`config.mk`:
```
export PLATFORM = sky130hd
export DESIGN_NAME = mc_control_fsm_flat
export DESIGN_NICKNAME = d
export VERILOG_FILES = /design/src/rtl/mc_control_fsm_pkg.sv /design/src/rtl/mc_control_fsm_if.sv /design/src/rtl/mc_control_fsm_alu_decoder.sv /design/src/rtl/mc_control_fsm.sv /design/src/flat_wrapper.sv
export SDC_FILE = /design/constraint.sdc
export NUM_CORES = 1
export LEC_CHECK = 0
export BUFFER_PORTS_ARGS = -buffer_cell sky130_fd_sc_hd__buf_2
export CAP_MARGIN = 20
export CORE_MARGIN = 2
export CORE_UTILIZATION = 35
export CTS_CLUSTER_SIZE = 20
export DETAILED_ROUTE_END_ITERATION = 12
export MAX_ROUTING_LAYER = met4
export SYNTH_ARGS = -nofsm -noshare
export SYNTH_HDL_FRONTEND = slang
export SYNTH_SLANG_ARGS = --single-unit
```
`constraint.sdc`:
```
create_clock -name clk -period 2.3 [get_ports clk]
set_input_delay 0.345 -clock clk [delete_from_list [all_inputs] [get_ports clk]]
set_output_delay 0.345 -clock clk [all_outputs]
set_load 0.02 [all_outputs]
```
`src/rtl/mc_control_fsm_pkg.sv`:
```
// Shared types and encodings for the multi-cycle control FSM.
// Opcodes, ALU ops, mux selects and immediate formats.
package mc_ctrl_pkg;

  typedef enum logic [3:0] {
    S_FETCH,
    S_DECODE,
    S_MEMADR,
    S_MEMRD,
    S_MEMWB,
    S_MEMWR,
    S_EXECR,
    S_EXECI,
    S_ALUWB,
    S_BRANCH,
    S_JAL,
    S_JALR,
    S_JALRWB,
    S_LUI,
    S_TRAP
  } state_t;

  typedef enum logic [1:0] {
    ALU_CLS_ADD,
    ALU_CLS_R,
    ALU_CLS_I,
    ALU_CLS_LUI
  } alu_cls_t;

  localparam logic [6:0] OP_R      = 7'b0110011;
  localparam logic [6:0] OP_I      = 7'b0010011;
  localparam logic [6:0] OP_LOAD   = 7'b0000011;
  localparam logic [6:0] OP_STORE  = 7'b0100011;
  localparam logic [6:0] OP_BRANCH = 7'b1100011;
  localparam logic [6:0] OP_JAL    = 7'b1101111;
  localparam logic [6:0] OP_JALR   = 7'b1100111;
  localparam logic [6:0] OP_LUI    = 7'b0110111;

  // ALU op = {funct7_5 qualifier, funct3}; LUI is a B passthrough
  localparam logic [3:0] ALU_ADD  = 4'b0000;
  localparam logic [3:0] ALU_SLL  = 4'b0001;
  localparam logic [3:0] ALU_SLT  = 4'b0010;
  localparam logic [3:0] ALU_SLTU = 4'b0011;
  localparam logic [3:0] ALU_XOR  = 4'b0100;
  localparam logic [3:0] ALU_SRL  = 4'b0101;
  localparam logic [3:0] ALU_OR   = 4'b0110;
  localparam logic [3:0] ALU_AND  = 4'b0111;
  localparam logic [3:0] ALU_SUB  = 4'b1000;
  localparam logic [3:0] ALU_SRA  = 4'b1101;
  localparam logic [3:0] ALU_LUI  = 4'b1111;

  localparam logic [1:0] SRC_A_PC     = 2'b00;
  localparam logic [1:0] SRC_A_OLD_PC = 2'b01;
  localparam logic [1:0] SRC_A_RD1    = 2'b10;

  localparam logic [1:0] SRC_B_RD2  = 2'b00;
  localparam logic [1:0] SRC_B_IMM  = 2'b01;
  localparam logic [1:0] SRC_B_FOUR = 2'b10;

  localparam logic [1:0] RES_ALUOUT  = 2'b00;
  localparam logic [1:0] RES_MEMDATA = 2'b01;
  localparam logic [1:0] RES_ALU     = 2'b10;

  localparam logic [2:0] IMM_I = 3'd0;
  localparam logic [2:0] IMM_S = 3'd1;
  localparam logic [2:0] IMM_B = 3'd2;
  localparam logic [2:0] IMM_U = 3'd3;
  localparam logic [2:0] IMM_J = 3'd4;

  function automatic logic [2:0] imm_sel(
    input logic [6:0] op
  );
    logic [2:0] s;
    s = IMM_I;
    unique case (op)
      OP_STORE:  s = IMM_S;
      OP_BRANCH: s = IMM_B;
      OP_LUI:    s = IMM_U;
      OP_JAL:    s = IMM_J;
      default:   s = IMM_I;
    endcase
    return s;
  endfunction

endpackage

```
`src/rtl/mc_control_fsm_if.sv`:
```
// Unified memory port handshake between sequencer and memory.
// Request is held until the memory answers with ready.
interface mc_control_fsm_if;
  logic mem_req;
  logic mem_write;
  logic mem_ready;

  modport master (
    output mem_req,
    output mem_write,
    input  mem_ready
  );

  modport slave (
    input  mem_req,
    input  mem_write,
    output mem_ready
  );
endinterface

```
`src/rtl/mc_control_fsm_alu_decoder.sv`:
```
// ALU op decode from state class and latched funct fields.
// funct7_5 only qualifies ADD/SUB (R) and SRL/SRA (R and I).
module mc_alu_decoder
  import mc_ctrl_pkg::*;
(
  input  alu_cls_t   cls,
  input  logic [2:0] funct3,
  input  logic       funct7_5,
  output logic [3:0] alu_control
);

  logic is_add_sub;
  logic is_shr;

  assign is_add_sub = (funct3 == 3'b000);
  assign is_shr     = (funct3 == 3'b101);

  always_comb begin
    alu_control = ALU_ADD;
    unique case (cls)
      ALU_CLS_R:
        alu_control = {funct7_5 & (is_add_sub | is_shr),
                       funct3};
      ALU_CLS_I:
        alu_control = {funct7_5 & is_shr, funct3};
      ALU_CLS_LUI:
        alu_control = ALU_LUI;
      default:
        alu_control = ALU_ADD;
    endcase
  end

endmodule

```
`src/rtl/mc_control_fsm.sv`:
```
// Moore sequencer for the multi-cycle RV32I core.
// One instruction per 3-5 states over a shared memory port.
module mc_control_fsm
  import mc_ctrl_pkg::*;
#(
  parameter int unsigned FETCH_TIMEOUT = 0
) (
  input  logic             clk,
  input  logic             reset,
  mc_control_fsm_if.master mem,
  input  logic [6:0]       opcode,
  input  logic [2:0]       funct3,
  input  logic             funct7_5,
  input  logic             branch_taken,
  output logic             adr_src,
  output logic             ir_write,
  output logic             pc_write,
  output logic             reg_write,
  output logic [1:0]       alu_src_a,
  output logic [1:0]       alu_src_b,
  output logic [1:0]       result_src,
  output logic [2:0]       imm_src,
  output logic [3:0]       alu_control,
  output logic             illegal_instr
);

  localparam bit TO_EN = (FETCH_TIMEOUT != 0);
  localparam logic [7:0] TO_LAST =
    8'(FETCH_TIMEOUT - 1);

  state_t     state;
  state_t     state_nxt;
  logic [7:0] wait_cnt;
  logic       timeout;
  alu_cls_t   alu_cls;
  logic       mem_req_d;
  logic       mem_write_d;
  logic [3:0] alu_op;

  logic is_load, is_store, is_r, is_i;
  logic is_br, is_jal, is_jalr, is_lui;

  assign is_load  = (opcode == OP_LOAD);
  assign is_store = (opcode == OP_STORE);
  assign is_r     = (opcode == OP_R);
  assign is_i     = (opcode == OP_I);
  assign is_br    = (opcode == OP_BRANCH);
  assign is_jal   = (opcode == OP_JAL);
  assign is_jalr  = (opcode == OP_JALR);
  assign is_lui   = (opcode == OP_LUI);

  always_ff @(posedge clk) begin
    if (reset) begin
      state    <= S_FETCH;
      wait_cnt <= '0;
    end else begin
      state <= state_nxt;
      if (state != S_FETCH || mem.mem_ready)
        wait_cnt <= '0;
      else if (wait_cnt != 8'hFF)
        wait_cnt <= wait_cnt + 8'd1;
    end
  end

  // wait_cnt holds the number of waits already seen
  assign timeout = TO_EN && (wait_cnt == TO_LAST);

  always_comb begin
    state_nxt = state;
    unique case (state)
      S_FETCH:
        if (mem.mem_ready)
          state_nxt = S_DECODE;
        else if (timeout)
          state_nxt = S_TRAP;
      S_DECODE:
        unique case (1'b1)
          is_load, is_store: state_nxt = S_MEMADR;
          is_r:              state_nxt = S_EXECR;
          is_i:              state_nxt = S_EXECI;
          is_br:             state_nxt = S_BRANCH;
          is_jal:            state_nxt = S_JAL;
          is_jalr:           state_nxt = S_JALR;
          is_lui:            state_nxt = S_LUI;
          default:           state_nxt = S_TRAP;
        endcase
      S_MEMADR:
        state_nxt = is_store ? S_MEMWR : S_MEMRD;
      S_MEMRD:
        if (mem.mem_ready)
          state_nxt = S_MEMWB;
      S_MEMWR:
        if (mem.mem_ready)
          state_nxt = S_FETCH;
      S_EXECR, S_EXECI, S_JAL:
        state_nxt = S_ALUWB;
      S_JALR:
        state_nxt = S_JALRWB;
      S_MEMWB, S_ALUWB, S_BRANCH,
      S_JALRWB, S_LUI:
        state_nxt = S_FETCH;
      S_TRAP:
        state_nxt = S_TRAP;
      default:
        state_nxt = S_FETCH;
    endcase
  end

  always_comb begin
    mem_req_d     = 1'b0;
    mem_write_d   = 1'b0;
    adr_src       = 1'b0;
    ir_write      = 1'b0;
    pc_write      = 1'b0;
    reg_write     = 1'b0;
    alu_src_a     = SRC_A_PC;
    alu_src_b     = SRC_B_RD2;
    result_src    = RES_ALUOUT;
    imm_src       = imm_sel(opcode);
    alu_cls       = ALU_CLS_ADD;
    illegal_instr = 1'b0;
    unique case (state)
      S_FETCH: begin
        mem_req_d  = 1'b1;
        alu_src_b  = SRC_B_FOUR;
        result_src = RES_ALU;
        imm_src    = IMM_I;
        ir_write   = mem.mem_ready;
        pc_write   = mem.mem_ready;
      end
      S_DECODE: begin
        alu_src_a = SRC_A_OLD_PC;
        alu_src_b = SRC_B_IMM;
      end
      S_MEMADR: begin
        alu_src_a = SRC_A_RD1;
        alu_src_b = SRC_B_IMM;
      end
      S_MEMRD: begin
        mem_req_d = 1'b1;
        adr_src   = 1'b1;
      end
      S_MEMWB: begin
        result_src = RES_MEMDATA;
        reg_write  = 1'b1;
      end
      S_MEMWR: begin
        mem_req_d   = 1'b1;
        mem_write_d = 1'b1;
        adr_src     = 1'b1;
      end
      S_EXECR: begin
        alu_src_a = SRC_A_RD1;
        alu_src_b = SRC_B_RD2;
        alu_cls   = ALU_CLS_R;
      end
      S_EXECI: begin
        alu_src_a = SRC_A_RD1;
        alu_src_b = SRC_B_IMM;
        alu_cls   = ALU_CLS_I;
      end
      S_ALUWB: begin
        result_src = RES_ALUOUT;
        reg_write  = 1'b1;
      end
      S_BRANCH: begin
        result_src = RES_ALUOUT;
        pc_write   = branch_taken;
      end
      S_JAL: begin
        alu_src_a  = SRC_A_OLD_PC;
        alu_src_b  = SRC_B_FOUR;
        result_src = RES_ALUOUT;
        pc_write   = 1'b1;
      end
      S_JALR: begin
        alu_src_a  = SRC_A_RD1;
        alu_src_b  = SRC_B_IMM;
        result_src = RES_ALU;
        pc_write   = 1'b1;
      end
      S_JALRWB: begin
        alu_src_a  = SRC_A_OLD_PC;
        alu_src_b  = SRC_B_FOUR;
        result_src = RES_ALU;
        reg_write  = 1'b1;
      end
      S_LUI: begin
        alu_src_b  = SRC_B_IMM;
        result_src = RES_ALU;
        reg_write  = 1'b1;
        alu_cls    = ALU_CLS_LUI;
      end
      S_TRAP: begin
        imm_src       = IMM_I;
        illegal_instr = 1'b1;
      end
      default: ;
    endcase
    // reset forces a quiet bus regardless of state
    if (reset) begin
      mem_req_d     = 1'b0;
      mem_write_d   = 1'b0;
      adr_src       = 1'b0;
      ir_write      = 1'b0;
      pc_write      = 1'b0;
      reg_write     = 1'b0;
      alu_src_a     = SRC_A_PC;
      alu_src_b     = SRC_B_RD2;
      result_src    = RES_ALUOUT;
      imm_src       = IMM_I;
      alu_cls       = ALU_CLS_ADD;
      illegal_instr = 1'b0;
    end
  end

  mc_alu_decoder u_alu_dec (
    .cls         (alu_cls),
    .funct3      (funct3),
    .funct7_5    (funct7_5),
    .alu_control (alu_op)
  );

  assign alu_control   = alu_op;
  assign mem.mem_req   = mem_req_d;
  assign mem.mem_write = mem_write_d;

endmodule

```
`src/flat_wrapper.sv`:
```
// flat-port wrapper written by rule: the top's interface ports become plain ports
module mc_control_fsm_flat import mc_ctrl_pkg::*;
#(
  parameter int unsigned FETCH_TIMEOUT = 0
)
  (clk, reset, opcode, funct3, funct7_5, branch_taken, adr_src, ir_write, pc_write, reg_write, alu_src_a, alu_src_b, result_src, imm_src, alu_control, illegal_instr, mem_mem_req, mem_mem_write, mem_mem_ready);
  mc_control_fsm_if mem_i ();
  input  logic clk;
  input  logic reset;
  input  logic [6:0] opcode;
  input  logic [2:0] funct3;
  input  logic funct7_5;
  input  logic branch_taken;
  output logic adr_src;
  output logic ir_write;
  output logic pc_write;
  output logic reg_write;
  output logic [1:0] alu_src_a;
  output logic [1:0] alu_src_b;
  output logic [1:0] result_src;
  output logic [2:0] imm_src;
  output logic [3:0] alu_control;
  output logic illegal_instr;
  output wire logic [$bits(mem_i.mem_req)-1:0] mem_mem_req;
  output wire logic [$bits(mem_i.mem_write)-1:0] mem_mem_write;
  input wire logic [$bits(mem_i.mem_ready)-1:0] mem_mem_ready;
  assign mem_mem_req = mem_i.mem_req;
  assign mem_mem_write = mem_i.mem_write;
  assign mem_i.mem_ready = mem_mem_ready;
  mc_control_fsm #(.FETCH_TIMEOUT(FETCH_TIMEOUT)) u_core (.clk(clk), .reset(reset), .mem(mem_i), .opcode(opcode), .funct3(funct3), .funct7_5(funct7_5), .branch_taken(branch_taken), .adr_src(adr_src), .ir_write(ir_write), .pc_write(pc_write), .reg_write(reg_write), .alu_src_a(alu_src_a), .alu_src_b(alu_src_b), .result_src(result_src), .imm_src(imm_src), .alu_control(alu_control), .illegal_instr(illegal_instr));
endmodule
```
==> metrics.txt <==
Tcrit/Tclk final=94.9%; Setup-failing EPs final=0; FF+latch area=81.3 um^2; DR DRC count=0; core area=approximately 0.0027 mm^2; Max-slew headroom=78.9%; hpwl dp=2.08 mm; Synthesized Nets=around 160; post-route ant nets=0; CP Max Fanout=4; Placement Rows=19; CP max-delay cell=dfxtp_1; Ys Warns=0; Fill cells=a little under 300; fraction of registers with async set/reset=0%; placed instance area=0.00117 mm^2; Mapped Area=~980 um^2; via density per instance=around 5.6; Min-Delay Path Class=input port to register; PortBufs=34; multi-input logic area=just over 800 um^2; cts hold-fix bufs=0; CTS max path bufs=2; Die ar.=about 0.0032 mm^2; commonest register cell after synthesis=dfxtp_1; crit path kind=register to output port; peak supply drop=around 0.00043 V; largest net degree at the start of global routing=26; Post-Layout Cell Count=about 200; Setup crit end kind=output port; Met1 Wirelength=around 1.2 mm; most common cell after layout, fill and taps aside=buf_2; top sig layer=met4; gpl congestion=about 0.84; Setup crit start kind=register; TritonCTS clock tree=done; skew final=0.00443 ns; Sw Pwr=between 500 and 600 uW; Post-synth EDFFs=0; WL/cell=13.3 um; NumNets Final=between 150 and 200; area grow syn2layout=25.0%; H-tree Lvls=1; Core Util, Final=roughly 45%; most frequent cells in the layout=buf_2, nor2_1, a21oi_1; CP max stage delay=~0.34 ns; Synth Register Bits=4; Data required, critical path=1.96 ns; Tmin final=around 2.2 ns; CTS clk-pin slew, worst paths=~0.040 ns; outcome=finished, final reports clean; Distinct cells, synth=46; die width=approximately 57 um; sw frac=between 50% and 60%; Clock Latency Late Sink=0.24 ns; worst hold stages=2; Logic pwr share=81.3%; worst path bufs/invs=1; max reg flops=4; Post-Place Cells=202; Top delay family on crit path=simple AND/OR/NAND/NOR gates; Top Registers=u_core.state (4); Flop pwr share=10.8%; number of global-route vias before repair=between 1000 and 1500; Fin. Hold Viols=0; Top reg by flops=u_core.state; Slew Viols, Final=0; register area share after synthesis=8.15%; Slew @ Worst Pin=~0.32 ns; Routed met2 length=about 1.4 mm; Leak=between 0.5 and 0.6 nW; share of layout cells above drive strength 1=34.3%; Internal=about 540 uW; clock power share=approximately 8%; initial antenna violation count=0; Critical Path Stages=10; Die Height=between 50 and 60 um; CTS root buf=clkbuf_4; reg2reg path depth=4; vias=approximately 1200; total CTS buffers=3; antenna diode count=0; CP arrival=about 1.8 ns; P per Cell Area=just over 900 mW/mm^2; num ports=35; GR Overflow Total=0; clk sinks=4; critical path cell sequence=and2b_2 > nand2_1 > o21ai_2 > and2_4 > ha_4 > nand2_1 > nor2_1 > a21oi_1 > nor2_1 > buf_4; iteration count of the initial detailed-routing pass=4; total track usage=between 10% and 20%; initial core utilization=a little over a third; first-pass GRT wire length=around 4.7 mm; cell count after synthesis=144; Finished Cell Area=around 0.0012 mm^2; WL final=about 2.7 mm; met3 wire len=134 um; number of max-cap violations=0; First DRT Iteration DRCs=48; Mapped Avg Cell Area=roughly 6.8 um^2; Max Fclk=458 MHz
==> stage by stage <==
stage / power (mW) / setup TNS (ns) / setup slack (ns) / hold WS [ns]
after detailed placement: 1.01 / 0 / 0.247 / 0.622
after global routing: 1.23 / -0.0114 / -0.0114 / 0.385
after floorplan: 0.818 / 0 / 0.228 / 0.450
final: 1.13 / 0 / 0.118 / 0.375
after CTS: 1.10 / 0 / 0.0337 / 0.370
after global placement: 0.995 / 0 / 0.304 / 0.625
==> cell families after synthesis <==
| family | count (synthesis) | synth area share (%) |
|---|---|---|
| and+or+nand+nor | 70 | 40.5 |
| AOI/OAI and AO/OA | 39 | 26.2 |
| buffers and inverters | 19 | 11.1 |
| xor gates and xnor gates | 7 | 8.15 |
| DFF | 4 | 8.15 |
| adders and majority gates | 3 | 3.82 |
| muxes | 2 | 2.04 |
==> timing repair <==
action	CTS	global route
buffers inserted	0	1
gates cloned	0	0
endpoints found under the setup margin	1	7
endpoints found under the hold margin	0	0
pin swaps	0	1
resized for setup	2	7
==> layer usage <==
| metal | vias to the layer above | GRT usage, % |
|---|---|---|
| met5 | - | - |
| met4 | 0 | 5.98 |
| met3 | 4 | 1.36 |
| met2 | 38 | 30.2 |
| met1 | 535 | 22.9 |
| li1 | 580 | - |
==> final cells by class <==
class	instances	area share, %
multi-input combinational	121	66.9
timing repair buffer	42	20.0
clock buffer	3	1.83
inverter	5	1.53
tap	31	3.16
sequential	4	6.63
==> worst register-to-register path: cells and delay by family (launching register included) <==
kind | cells | cell delay (ns)
simple gates | 1 | 0.39
compound gates | 2 | 0.44
flops | 1 | 0.30
buf+inv | 1 | 0.22
==> cell usage after synthesis, types with 2 or more instances <==
cell type / number / share of area, %
buf_6: 3 / 3.4
a21oi_1: 13 / 6.6
mux2i_1: 2 / 2.0
ha_1: 3 / 3.8
nand3_1: 7 / 3.6
nand3b_1: 5 / 3.8
nor3_2: 3 / 3.1
o21ai_0: 4 / 2.0
o21ai_1: 4 / 2.0
xnor2_1: 3 / 2.7
o31ai_1: 2 / 1.5
and2_1: 2 / 1.3
xor2_1: 3 / 2.7
a31oi_1: 3 / 1.9
nand2b_1: 5 / 3.2
and4_1: 3 / 2.7
nor2b_1: 4 / 2.5
nor2_1: 16 / 6.1
nor3b_1: 3 / 2.3
inv_1: 3 / 1.1
dfxtp_1: 4 / 8.2
buf_2: 9 / 4.6
nand2_1: 9 / 3.4
a2bb2oi_1: 2 / 1.8
nor3_1: 7 / 3.6
inv_2: 2 / 0.76
==> power groups by stage <==
| stage | Combinational (mW) | Clock (mW) | Sequential [mW] |
|---|---|---|---|
| floorplan | 0.706 | 0 | 0.113 |
| global placement | 0.876 | 0 | 0.119 |
| detailed placement | 0.889 | 0 | 0.121 |
| CTS | 0.893 | 0.0912 | 0.120 |
| global route | 1.01 | 0.0950 | 0.126 |
| finish | 0.918 | 0.0889 | 0.122 |
==> worst paths after layout <==
check / start / to / slack (ns)
worst min-delay path: mem_mem_ready / u_core.state[0] / 0.38
worst min register to register: u_core.state[1] / u_core.state[3] / 0.73
worst max-delay path: u_core.state[1] / alu_control[3] / 0.12
worst max register to register: u_core.state[2] / u_core.state[0] / 0.86
Note: power is estimated with default switching activity, not from simulation.
